[src/rtl/uart_rx.sv]
// uart_rx: 8N1 serial receiver with a one-byte holding buffer.
// The CPU-facing word is out = {empty, framing_err, overrun, 5'b0, data}.
// Every bit of out comes straight from a flop.
module uart_rx #(
    parameter int CLOCKS_PER_BIT = 217,
    parameter int HALF_BIT       = CLOCKS_PER_BIT / 2
) (
    input  logic        clk,
    input  logic        reset,
    input  logic        RX,
    input  logic        clear,
    output logic [15:0] out
);

    localparam int CW = $clog2(CLOCKS_PER_BIT);
    localparam logic [CW-1:0] LAST_BIT_CNT  = CW'(CLOCKS_PER_BIT - 1);
    localparam logic [CW-1:0] LAST_HALF_CNT = CW'(HALF_BIT - 1);

    typedef enum logic [2:0] {
        S_IDLE,
        S_START,
        S_DATA,
        S_STOP,
        S_BREAK
    } state_t;

    logic          r_sync1;
    logic          r_sync2;
    state_t        r_state;
    logic [CW-1:0] r_cnt;
    logic [2:0]    r_bitn;
    logic [7:0]    r_shift;
    logic [7:0]    r_data;
    logic          r_empty;
    logic          r_ferr;
    logic          r_ovr;
    logic          w_rx_s;

    assign w_rx_s = r_sync2;

    // Two-flop synchroniser for the asynchronous RX line (idles high)
    always_ff @(posedge clk or posedge reset) begin
        if (reset) begin
            r_sync1 <= 1'b1;
            r_sync2 <= 1'b1;
        end else begin
            r_sync1 <= RX;
            r_sync2 <= r_sync1;
        end
    end

    // Receive FSM plus buffer/flag updates; clear is applied first so a
    // same-edge commit or framing error overrides it
    always_ff @(posedge clk or posedge reset) begin
        if (reset) begin
            r_state <= S_IDLE;
            r_cnt   <= '0;
            r_bitn  <= 3'd0;
            r_shift <= 8'd0;
            r_data  <= 8'd0;
            r_empty <= 1'b1;
            r_ferr  <= 1'b0;
            r_ovr   <= 1'b0;
        end else begin
            if (clear) begin
                r_empty <= 1'b1;
                r_ferr  <= 1'b0;
                r_ovr   <= 1'b0;
            end
            case (r_state)
                S_IDLE: begin
                    if (!w_rx_s) begin
                        r_state <= S_START;
                        r_cnt   <= '0;
                    end
                end
                S_START: begin
                    if (r_cnt != LAST_HALF_CNT) begin
                        r_cnt <= r_cnt + 1'b1;
                    end else if (!w_rx_s) begin
                        r_state <= S_DATA;
                        r_cnt   <= '0;
                        r_bitn  <= 3'd0;
                    end else begin
                        // Low pulse shorter than half a bit: ignore it
                        r_state <= S_IDLE;
                    end
                end
                S_DATA: begin
                    if (r_cnt != LAST_BIT_CNT) begin
                        r_cnt <= r_cnt + 1'b1;
                    end else begin
                        r_shift <= {w_rx_s, r_shift[7:1]};
                        r_cnt   <= '0;
                        if (r_bitn == 3'd7) begin
                            r_state <= S_STOP;
                        end else begin
                            r_bitn <= r_bitn + 3'd1;
                        end
                    end
                end
                S_STOP: begin
                    if (r_cnt != LAST_BIT_CNT) begin
                        r_cnt <= r_cnt + 1'b1;
                    end else if (w_rx_s) begin
                        if (r_empty || clear) begin
                            r_data  <= r_shift;
                            r_empty <= 1'b0;
                        end else begin
                            r_ovr <= 1'b1;
                        end
                        r_state <= S_IDLE;
                    end else begin
                        r_ferr  <= 1'b1;
                        r_state <= S_BREAK;
                    end
                end
                S_BREAK: begin
                    // Hold off until the line returns high so a stuck-low
                    // line does not look like a stream of start bits
                    if (w_rx_s) begin
                        r_state <= S_IDLE;
                    end
                end
                default: begin
                    r_state <= S_IDLE;
                end
            endcase
        end
    end

    assign out = {r_empty, r_ferr, r_ovr, 5'b00000, r_data};

endmodule

[config.mk]
export PLATFORM = sky130hd
export DESIGN_NAME = uart_rx
export DESIGN_NICKNAME = d
export VERILOG_FILES = /design/src/rtl/uart_rx.sv
export SDC_FILE = /design/constraint.sdc
export NUM_CORES = 1
export LEC_CHECK = 0
export ABC_CLOCK_PERIOD_IN_PS = 2600
export CORE_UTILIZATION = 55
export DETAILED_ROUTE_END_ITERATION = 6
export PLACE_DENSITY_LB_ADDON = 0.2
export SYNTH_ARGS = -nofsm -noshare
export SYNTH_HDL_FRONTEND = slang
export SYNTH_SLANG_ARGS = --single-unit
export TNS_END_PERCENT = 10
[constraint.sdc]
create_clock -name clk -period 2.6 [get_ports clk]
set_clock_uncertainty 0.05 [all_clocks]
set_input_delay 0.26 -clock clk [delete_from_list [all_inputs] [get_ports clk]]
set_output_delay 0.26 -clock clk [all_outputs]
set_load 0.01 [all_outputs]
# [Word level (Yosys, flattened, before mapping)]
# Index checks and enable logic that the tools add are counted.
[word_totals] register_bits=35 latchBits=0 ram_bits=0 mem_bits_ro=0 inputBits=4 output_inout_bits=16 wordCells=71 mem_count=0
[op_classes] n_addsub=2 n_mul=0 n_div=0 magnitude_cmp=0 eq_ne=16 n_shift=0 n_mux=33 bitwise=1 n_reduce_logical=9
[ops] operator="3-bit two-way mux" n=11
[ops] operator="8-bit two-way mux" n=4
[ops] operator="8-bit one-hot mux with 4 select lines" n=1
[ops] operator="2-bit inequality test (second input constant)" n=9
[ops] operator="3-bit one-hot mux with 5 select lines" n=1
[ops] operator="1-bit two-way mux" n=14
[ops] operator="8-bit by 1-bit adder with 8-bit output (second input constant)" n=1
[ops] operator="8-bit by 7-bit inequality test with 1-bit output (second input constant)" n=1
[ops] operator="8-bit inequality test (second input constant)" n=1
[ops] operator="3-bit by 2-bit equality test with 1-bit output (second input constant)" n=2
[ops] operator="3-bit equality test (second input constant)" n=2
[ops] operator="3-bit one-hot mux with 2 select lines" n=1
[ops] operator="6-bit AND reduction" n=1
[ops] operator="5-bit AND reduction" n=1
[ops] operator="2-bit AND reduction" n=2
[ops] operator="4-bit AND reduction" n=1
[ops] operator="4-bit nonzero test" n=1
[ops] operator="3-bit by 1-bit adder with 3-bit output (second input constant)" n=1
[ops] operator="3-bit by 1-bit equality test with 1-bit output (second input constant)" n=1
[ops] operator="3-bit zero test" n=1
[ops] operator="2-bit two-way mux" n=1
[ops] operator="2-bit nonzero test" n=1
[ops] operator="1-bit logical OR" n=1
[ops] operator="1-bit NOT" n=1

# [Logic depth before layout (Yosys ltp)]
[depth] depth_word=5 ltp_mapped=6 depth_no_buf=6

# [Worst setup path after synthesis]
# Ideal clock, no wire load.
[synth_path] path_type="register to register" startpoint="register r_cnt[0]" endpoint="register r_bitn[0]" setup_ns=0.125 arrival_time_ns=1.850 t_required_ns=2.425 path_slack_ns=0.575 path_stages_with_launch=7 path_buffers=0 period_less_slack_ns=2.025 cell_sequence="dfrtp_1 inv_1 ha_1 nand4b_4 o32a_1 or4_4 mux2_4"
[synth_via] elab_chain_len=3 elab_cells_between_ends=5 classes_between="4 x eq/ne; 1 x reduce/logical"
[synth_lines] item="start, declared" line="30" rtl="logic [CW-1:0] r_cnt;"
[synth_lines] item="start signal, assigned" line="79" rtl="r_cnt <= r_cnt + 1'b1;"
[synth_lines] item="start signal, assigned" line="91" rtl="r_cnt <= r_cnt + 1'b1;"
[synth_lines] item="start signal, assigned" line="104" rtl="r_cnt <= r_cnt + 1'b1;"
[synth_lines] item="8-bit inequality test or 8-bit by 7-bit inequality test with 1-bit output (tied branches)" line="90, 78"
[synth_lines] item="2-bit inequality test (no line)"
[synth_lines] item="5-bit AND reduction (no line) (*)"
[synth_lines] item="end signal, assigned" line="98" rtl="r_bitn <= r_bitn + 3'd1;"
[synth_lines] item="end, declared" line="31" rtl="logic [2:0] r_bitn;"
# Every way passes the cells marked *; elsewhere a longest branch is shown, timed or not.
# A chain may end at the register's enable or synchronous reset.

# [Worst setup path after layout]
[layout_path] startpoint="register r_cnt[0]" endpoint="register r_data[1]"
[layout_via] elab_chain_len=3
[layout_lines] item="8-bit inequality test" line="103" rtl="if (r_cnt != LAST_BIT_CNT) begin"
[layout_lines] item="1-bit NOT (no line)"
[layout_lines] item="4-bit AND reduction (no line)"
[layout_lines] item="end signal, assigned" line="107" rtl="r_data <= r_shift;"
[layout_lines] item="end, declared" line="33" rtl="logic [7:0] r_data;"
# No other way between the ends.

==> impl_results.md <==
* Status: finished, final reports clean
* Drt initial violations at 50
* Number of global-route vias before repair at about 1200
* Fraction of registers with async set/reset at 100.0%
* Fin nets at 183
* DRC viols at 0
* Row cnt at 20
* Worst-Margin Slew at ~730 ps
* Initial Utilization at between 50 and 60%
* GRT overflow at 0
* Top post-synthesis cells by area: dfrtp_1, mux2_2, dfstp_2, buf_4, ha_1
* CTS tree: built
* Via count at ~1300
* Final count of negative-setup-slack endpoints at 0
* R2R Path End: r_data[1]
* IO buf count at 14
* Fin crit share at between 80% and 90%
* Max Slew Vio Count at 0
* Hold Fails Final Rpt at 0
* Worst EP required at approximately 2800 ps
* ANT cells at 0
* First-pass GRT wire length at ~5700 µm
* Top fanout value on the critical path at 8
* CTS buffer count at 5
* Syn Area/Cell at around 11 µm²
* Initial DRT Pass Iterations at 5
* WP data arrival at about 2400 ps
* Post-synthesis cell count at 163
* Max-cap violations at 0
* Maximum buffer depth of the clock tree at 2
* Clk slew on worst S/H paths at between 100 and 150 ps
* Drt via density at between 5 and 6
* Max Fclk at 445.4 MHz
* Placer congestion estimate at between 0.8 and 0.9
* I/O Pins at 20
* Die width at ~59 µm
* RSZ-0062 raised after global routing: false
* Largest net degree at the start of global routing at 36
* Routed WL at around 3400 µm
* Setup_tns at 0 ps
* R2R depth at 6
* Share of layout cells above drive strength 1 at 19.89%
* Mapped Area at 1813 µm²
* Pwr/cell area at 517.0 nW/µm²
* Slack of the worst reg-to-reg path at 350 ps
* Synth cell types at 48
* Lkg Pwr at 0.9382 nW
* Die extent in y at 59.42 µm
* Area Overhead vs Synth at 12.91%
* Most used DFF post-synth: dfrtp_1
* Tot Pwr at 1.058 mW
* Die area at around 3500 µm²
* Initial antenna violation count at 0
* Worst Setup SP: r_cnt[0]
* Post-CTS setup buffers at 0
* Sequential cell area fraction in the yosys report at roughly 49%
* Critical path type: reg -> reg
* Mean routed wirelength per cell at roughly 15 µm
* Worst skew pair latency at between 300 and 400 ps
* Hold buffers post-CTS at 0
* Synth top area share at about 44%
* CTS sink cnt at 35
* Crit end category: flip-flop
* Antenna viol nets, final at 0
* Final min period at approximately 2200 ps
* Max IR drop VDD at 484.7 µV
* Leading area contributor after synthesis: dfrtp_1
* Synthesized flop and latch total at 35
* GRT Total Usage at a little under a quarter
* R2r startpoint: r_cnt[0]
* Crit path capture: r_data[1]
* Startpoint types: flip-flop
* DP HPWL at 2427 µm
* Resize count post-CTS at 0
* Rel. slew slack at between 50% and 60%
* Warnings, synthesis at 0
* Core area at roughly 3100 µm²
* Hold Path Class: in -> async
* H-tree Lvls at 2
* EDFF count, synth at 0
* Root Buffer: clkbuf_4
[state kept, by name, indices dropped and copies added (netlist names)]
register  cells
r_data        8
r_sync1       1
r_shift       8
r_sync2       1
r_ovr         1
r_cnt         8
r_ferr        1
r_state       3
r_empty       1
r_bitn        3
[cells by family after synthesis]
kind of cell | count (synthesis) | share of synthesized area (%)
AO/OA/AOI/OAI | 33 | 12.84
buffers and inverters | 27 | 7.384
adder cells (fa/ha/maj) | 4 | 2.761
AND/OR/NAND/NOR | 45 | 16.98
multiplexers | 18 | 11.32
other | 1 | 0.2068
flip-flops | 35 | 48.52
[metrics by stage]
step           setup WS, ps  std cells  utilization, %  instance area (µm²)  hold WS, ps
4_1_cts               340.1        220           66.50                 2047        254.6
6_report              354.8        220           66.50                 2047        252.5
3_3_place_gp          453.5        212           63.21                 1946        296.7
3_5_place_dp          359.8        212           63.21                 1946        310.5
5_1_grt               188.5        220           66.50                 2047        226.5
2_1_floorplan         575.3        167               -                 1828        214.5
[cell type report]
cell class,instances,area [µm²]
clock inverters,2,60.06
inverters,13,48.80
flip-flops and latches,35,879.6
well taps,44,55.05
repair buffers,15,147.6
fillers,250,1031
clock buffers,6,41.29
multi-input cells,105,814.5
[worst min-delay path by stage]
stage,to,slack [ps]
5_1_grt,r_sync1,230
2_1_floorplan,r_sync1,210
3_5_place_dp,r_sync2,310
3_3_place_gp,r_sync2,300
6_report,r_data[7],250
4_1_cts,r_sync1,250
[cell usage in the layout, fill, tap and decap left out, types with 3 or more instances in the layout]
master / n
clkdlybuf4s50_1: 14
conb_1: 5
o211ai_1: 5
clkbuf_4: 5
mux2_2: 16
a21oi_1: 5
nor2b_1: 4
dfrtp_1: 32
inv_1: 13
o21ai_0: 6
ha_1: 4
nand4_1: 5
dfstp_2: 3
nor2_1: 7
nand2_1: 7
[report_power, final]
part	total, mW	internal [mW]	switching, mW
registers	0.550	0.547	0.00288
clock network	0.486	0.300	0.186
logic	0.0222	0.00702	0.0152
total	1.06	0.854	0.204
[per-layer routing]
metal / global-route usage [%] / share of wire, % / vias to the layer above / routed length, µm
met5: 0 / 0 / - / 0
met3: 6.550 / 4.2 / 6 / 142
met4: 8.163 / 1.3 / 0 / 44
met1: 28.25 / 44 / 638 / 1487
li1: - / - / 604 / -
met2: 36.92 / 51 / 28 / 1729
[synthesized netlist by cell type, types with 2 or more instances]
library cell and n:
nand2b_1 2, nor2b_1 4, nor2_1 7, o21ai_0 6
buf_4 8, o211ai_1 5, inv_1 13, dfstp_2 3
nand2_1 7, a21oi_1 5, mux2_2 16, ha_1 4
o31ai_1 2, nor3_1 2, a22o_1 2, nor4bb_1 2
buf_2 2, nor4_1 2, o22ai_1 2, a31oi_1 2
dfrtp_1 32, nand3_1 2, clkbuf_1 4, nand4_1 5
[worst max-delay path: stages, from the launching register on]
cell and delay, ps:
dfrtp_1 430, inv_1 80, ha_1 200, and4b_1 330, nand4_1 180, nor3b_4 460, mux2_2 400
Power figures use the tool's default switching activity.
